## src/rtl/cordic_vec_pkg.sv

```systemverilog
// Shared constants for the vectoring CORDIC and its rotation-PE counterpart.
package cordic_vec_pkg;

  localparam int PIPE_NUM = 4;

  // CORDIC gain compensation 1/K ~ 0.60725 in Q1.14
  localparam logic [14:0] K_CORDIC = 15'b010011011011101;

  // Iteration split across the three iteration stages; the rotation PE uses the same split
  localparam int S0_FIRST = 0;
  localparam int S0_LAST  = 3;
  localparam int S1_FIRST = 4;
  localparam int S1_LAST  = 8;
  localparam int S2_FIRST = 9;
  localparam int S2_LAST  = 13;

endpackage

```

## src/rtl/cordic_vec_iter.sv

```systemverilog
// One combinational vectoring micro-rotation: steer Y toward zero by 2^-shift.
module cordic_vec_iter
  import cordic_vec_pkg::*;
#(
  parameter int WIDTH   = 19,
  parameter int SHIFT_W = 4
) (
  input  logic signed [WIDTH-1:0] x,
  input  logic signed [WIDTH-1:0] y,
  input  logic [SHIFT_W-1:0]      shift,
  output logic signed [WIDTH-1:0] x_next,
  output logic signed [WIDTH-1:0] y_next,
  output logic                    d
);

  logic signed [WIDTH-1:0] x_sh;
  logic signed [WIDTH-1:0] y_sh;

  assign x_sh = x >>> shift;
  assign y_sh = y >>> shift;

  // Negative Y rotates counter-clockwise; Y == 0 counts as non-negative
  assign d      = y[WIDTH-1];
  assign x_next = d ? (x - y_sh) : (x + y_sh);
  assign y_next = d ? (y + x_sh) : (y - x_sh);

endmodule

```

## src/rtl/cordic_vec.sv

```systemverilog
// Vectoring CORDIC boundary cell: emits direction bits and K-scaled magnitude,
// pipelined in four stages to match the rotation PE latency.
module cordic_vec
  import cordic_vec_pkg::*;
#(
  parameter int BITWIDTH   = 18,
  parameter int CORDIC_NUM = 14
) (
  input  logic                  clk,
  input  logic                  rst_n,
  input  logic                  valid_i,
  input  logic [BITWIDTH-1:0]   X_i,
  input  logic [BITWIDTH-1:0]   Y_i,
  output logic                  valid_o,
  output logic [BITWIDTH-1:0]   X_o,
  output logic [CORDIC_NUM-1:0] d_o,
  output logic                  flip_o
);

  localparam int W  = BITWIDTH + 1;
  localparam int SW = $clog2(CORDIC_NUM);
  localparam int PW = BITWIDTH + 17;

  logic signed [W-1:0] x_ext, y_ext, x_pre, y_pre;
  logic                flip_pre;

  logic signed [W-1:0] x_in  [CORDIC_NUM];
  logic signed [W-1:0] y_in  [CORDIC_NUM];
  logic signed [W-1:0] x_out [CORDIC_NUM];
  logic signed [W-1:0] y_out [CORDIC_NUM];
  logic [CORDIC_NUM-1:0] d_it;

  logic                v0, v1, v2;
  logic signed [W-1:0] s0_x, s0_y, s1_x, s1_y, s2_x;
  logic [S0_LAST:0]    s0_d;
  logic [S1_LAST:0]    s1_d;
  logic [CORDIC_NUM-1:0] s2_d;
  logic                s0_flip, s1_flip, s2_flip;

  logic signed [PW-1:0] prod;
  logic                 unused_bits;

  // Left half-plane inputs are pre-rotated by 180 degrees; extension keeps -2^(BITWIDTH-1) exact
  assign x_ext    = {X_i[BITWIDTH-1], X_i};
  assign y_ext    = {Y_i[BITWIDTH-1], Y_i};
  assign flip_pre = X_i[BITWIDTH-1];
  assign x_pre    = flip_pre ? -x_ext : x_ext;
  assign y_pre    = flip_pre ? -y_ext : y_ext;

  for (genvar i = 0; i < CORDIC_NUM; i++) begin : g_iter
    if (i == S0_FIRST) begin : g_src_pre
      assign x_in[i] = x_pre;
      assign y_in[i] = y_pre;
    end else if (i == S1_FIRST) begin : g_src_s0
      assign x_in[i] = s0_x;
      assign y_in[i] = s0_y;
    end else if (i == S2_FIRST) begin : g_src_s1
      assign x_in[i] = s1_x;
      assign y_in[i] = s1_y;
    end else begin : g_src_chain
      assign x_in[i] = x_out[i-1];
      assign y_in[i] = y_out[i-1];
    end

    cordic_vec_iter #(
      .WIDTH   (W),
      .SHIFT_W (SW)
    ) u_iter (
      .x      (x_in[i]),
      .y      (y_in[i]),
      .shift  (SW'(i)),
      .x_next (x_out[i]),
      .y_next (y_out[i]),
      .d      (d_it[i])
    );
  end

  assign prod = $signed({{(PW-W){s2_x[W-1]}}, s2_x}) * $signed({{(PW-15){1'b0}}, K_CORDIC});

  // Residual Y after the last iteration and the dropped product bits are intentionally discarded
  assign unused_bits = ^{prod[13:0], prod[PW-1:BITWIDTH+14], y_out[CORDIC_NUM-1]};

  // Valid chain advances every cycle; stage payloads load only behind a valid
  always_ff @(posedge clk or negedge rst_n) begin
    if (!rst_n) begin
      v0      <= 1'b0;
      v1      <= 1'b0;
      v2      <= 1'b0;
      valid_o <= 1'b0;
      s0_x    <= '0;
      s0_y    <= '0;
      s0_d    <= '0;
      s0_flip <= 1'b0;
      s1_x    <= '0;
      s1_y    <= '0;
      s1_d    <= '0;
      s1_flip <= 1'b0;
      s2_x    <= '0;
      s2_d    <= '0;
      s2_flip <= 1'b0;
      X_o     <= '0;
      d_o     <= '0;
      flip_o  <= 1'b0;
    end else begin
      v0      <= valid_i;
      v1      <= v0;
      v2      <= v1;
      valid_o <= v2;
      if (valid_i) begin
        s0_x    <= x_out[S0_LAST];
        s0_y    <= y_out[S0_LAST];
        s0_d    <= d_it[S0_LAST:S0_FIRST];
        s0_flip <= flip_pre;
      end
      if (v0) begin
        s1_x    <= x_out[S1_LAST];
        s1_y    <= y_out[S1_LAST];
        s1_d    <= {d_it[S1_LAST:S1_FIRST], s0_d};
        s1_flip <= s0_flip;
      end
      if (v1) begin
        s2_x    <= x_out[S2_LAST];
        s2_d    <= {d_it[S2_LAST:S2_FIRST], s1_d};
        s2_flip <= s1_flip;
      end
      if (v2) begin
        X_o    <= prod[BITWIDTH+13:14];
        d_o    <= s2_d;
        flip_o <= s2_flip;
      end
    end
  end

endmodule

```

## config.mk

```make
export PLATFORM = sky130hd
export DESIGN_NAME = cordic_vec
export DESIGN_NICKNAME = d
export VERILOG_FILES = /design/src/rtl/cordic_vec_pkg.sv /design/src/rtl/cordic_vec_iter.sv /design/src/rtl/cordic_vec.sv
export SDC_FILE = /design/constraint.sdc
export NUM_CORES = 2
export LEC_CHECK = 0
export ABC_AREA = 0
export BUFFER_PORTS_ARGS = -buffer_cell sky130_fd_sc_hd__buf_2
export CORE_MARGIN = 3
export CORE_UTILIZATION = 46
export CTS_CLUSTER_SIZE = 8
export DETAILED_ROUTE_END_ITERATION = 10
export GPL_TIMING_DRIVEN = 0
export PLACE_DENSITY = 0.66
export SETUP_SLACK_MARGIN = 0.2
export SYNTH_ARGS = -nofsm -noshare
export SYNTH_HDL_FRONTEND = slang
export SYNTH_SLANG_ARGS = --single-unit
```

## constraint.sdc

```tcl
create_clock -name clk -period 33.8 [get_ports clk]
set_clock_uncertainty 0.15 [all_clocks]
set_input_delay 1.69 -clock clk [delete_from_list [all_inputs] [get_ports clk]]
set_output_delay 1.69 -clock clk [all_outputs]
set_load 0.03 [all_outputs]
```

==> results.md <==
* Final critical delay including setup and external delays at 20.12 ns
* Stage delay of the slowest cell on the critical path at 0.69 ns
* Fillers at 9049
* Count of standard-cell rows at 110
* Number of nets produced by synthesis at 6303
* Setup crit start kind: flop
* Overall fraction of global-route tracks in use at 24.5%
* Worst Hold Path Cells at 0
* Met2 Resource Use GR at 42.7%
* Maximum number of pins on one net before global-route repair at 117
* Fraction of the cycle the final worst path needs at 59.5%
* Vias in the first global route at 36.8k
* Count of boundary I/O pins at 73
* Cts hold-fix bufs at 0
* Type of element capturing the critical path: flop
* Critical path class: reg -> reg
* Post-route ant nets at 0
* DRT iter0 DRCs at 2513
* Layer with the highest usage after global routing: met2
* Worst-path cell with the longest stage delay: a221oi_1
* Met3 GRT Util at 1.97%
* Final HPWL DP at 100000 um
* Slew Limit Headroom at 21.7%
* Final setup TNS at 0 ns
* Achievable frequency at 0.0497 GHz
* Synth area leaders: ha_1, dfrtp_1, xnor2_1, fa_1, inv_1
* Number of antenna violations at the first check in global routing at 0
* Library cells used by synthesis at 109
* Final count of hold timing violations at 0
* CTS clock-pin slew for the worst setup and hold paths at 0.09 ns
* Net count of the finished layout at 6395
* DRC violations left at 0
* Area added between synthesis and finish at 5.88%
* DIE AREA at 0.0960 sq mm
* Max-cap viol count at 0
* Maximum root-to-sink buffer count at 2
* Mapped Area at 0.0425 sq mm
* Levels on crit path at 72
* Average wire length per cell after detail routing at 17.5 um
* CP dominant cell by count: a21oi_1
* Total via count in the routed design at 39.1k
* Number of buffer and inverter stages on the critical path at 9
* Worst-case register-to-register setup slack at 13.68 ns
* Reg2Reg Depth at 72
* Actual slew at the worst max-slew pin at 1.17 ns
* Fraction of synthesized cell area taken by the top area cell type at 19.1%
* Part of the Yosys area used for sequential elements at 9.55%
* Gpl congestion at 0.931
* Router iterations before antenna repair at 5
* X dimension of the die at 310 um
* Worst path arrival time at 20.39 ns
* Total core area at 0.0908 sq mm
* Worst Path Max Fanout at 10
* CP top delay family: compound AO/OA/AOI/OAI gates
* Fraction of synthesis flops using an asynchronous set or reset pin at 100%
* Buffers inserted by post-CTS timing repair at 0
* CTS Buf Count at 17
* Average footprint of a synthesized cell at 7.78 sq um
* TritonCTS clock tree: done
* Layout cell share with drive strength beyond 1 at 5.48%
* Final-report max-slew violation count at 0
* First-pass GRT wire length at 192000 um
* Most instantiated cells after synthesis: ha_1, inv_1, nor2_1, xnor2_1, a21oi_1
* Flop and latch count out of synthesis at 162
* Type of the tightest min-delay check: reg -> reg
* Starting Density at 46.8%
* Library cell with the largest summed area after synthesis: ha_1
* Detailed Route WL at 118000 um
* Warning count from the yosys run at 0
* Setup repair after global routing missed its margin: no
* Outcome: complete, no violations
* Vias per cell at 5.79
* Final setup violation count at 0
* Met1 routing resource usage after global routing at 33.3%
* Worst-skew pair later-pin latency at 0.50 ns
* Number of enable-type register cells in the synthesized netlist at 0
* Number of H-tree levels at 4
* Worst endpoint required time at 34.07 ns
* Clock net sink count at 162
* Number of antenna repair diodes at 0
* Post-route setup slack at 13.68 ns
* Overflow after GRT at 0
* Worst-case hold slack at 0.229 ns
* CTS root buffer: clkbuf_16
* Resized Gates After CTS at 0
* Post-synthesis cell count at 5461
* Most frequent cell after synthesis: ha_1
* Quantity of I/O buffers inserted on ports at 72
* Setup slack after placement at 14.07 ns
* Chip height at 310 um
* Dominant synthesized flop cell: dfrtp_1
==> cell families after synthesis <==
family	Yosys count	share of synthesized area, %
buf+inv	681	6.06
compound gates	1449	22.1
mux	141	3.65
xor+xnor	627	13.2
fa+ha+maj	803	26.4
flops	162	9.55
simple gates	1598	19.0
==> worst register-to-register path: cells and delay by family (launching register included) <==
kind / cells / cell delay [ns]
XOR/XNOR: 3 / 0.68
buffers and inverters: 9 / 2.52
AO/OA/AOI/OAI: 40 / 9.78
multiplexers: 3 / 1.19
AND/OR/NAND/NOR: 11 / 2.74
adder cells (fa/ha/maj): 6 / 2.56
flip-flops: 1 / 0.43
==> per-stage QoR <==
stage	cell area (sq um)	cells	utilization, %
3_5_place_dp	44300	6710	48.8
5_1_grt	45000	6742	49.5
2_1_floorplan	42500	5461	-
3_3_place_gp	44300	6709	48.8
6_report	45000	6742	49.5
4_1_cts	45000	6742	49.5
==> registers in the layout, indices dropped and copies added, names as in the netlist, 4 cells and up <==
signal	count
s1_d	9
s1_x	19
s0_y	19
s0_x	19
s0_d	4
s1_y	19
X_o	18
s2_x	19
d_o	14
s2_d	14
==> cells in the final DEF, fill, tap and decap left out, types with 129 or more instances in the layout <==
master	n
nand2_1	312
nor3_1	169
ha_1	650
o21ai_0	312
dfrtp_1	162
a21o_1	129
xor2_1	181
fa_1	153
nor2_1	458
inv_1	563
a21oi_1	388
xnor2_1	436
==> routing by layer <==
metal / part of all wire, % / vias to the layer above
met1: 47 / 18500
li1: - / 19600
met2: 47 / 829
met4: 1.7 / 0
met3: 4.0 / 120
met5: 0 / -
==> cell type report <==
class | instances | area, sq um | area share [%]
clock buffers | 17 | 425 | 0.946
repair buffers | 73 | 398 | 0.885
well taps | 1176 | 1470 | 3.27
inverters | 569 | 2140 | 4.75
plain buffers | 112 | 438 | 0.974
flip-flops and latches | 162 | 4050 | 9.02
clock inverters | 15 | 201 | 0.448
multi-input cells | 4618 | 35800 | 79.7
==> final timing paths <==
path / start / end
worst max-delay path: s0_x[4]$_DFFE_PN0P_ / s1_x[18]$_DFFE_PN0P_
worst min-delay path: v1$_DFF_PN0_ / v2$_DFF_PN0_
worst max register to register: s0_x[4]$_DFFE_PN0P_ / s1_x[18]$_DFFE_PN0P_
worst min register to register: v1$_DFF_PN0_ / v2$_DFF_PN0_
max in group asynchronous: rst_n / s0_y[1]$_DFFE_PN0P_
min in group asynchronous: rst_n / d_o[12]$_DFFE_PN0P_
Power is left out: the tool's default activity adds up to more than one toggle a clock period on the data nets, which glitch-free logic cannot reach.
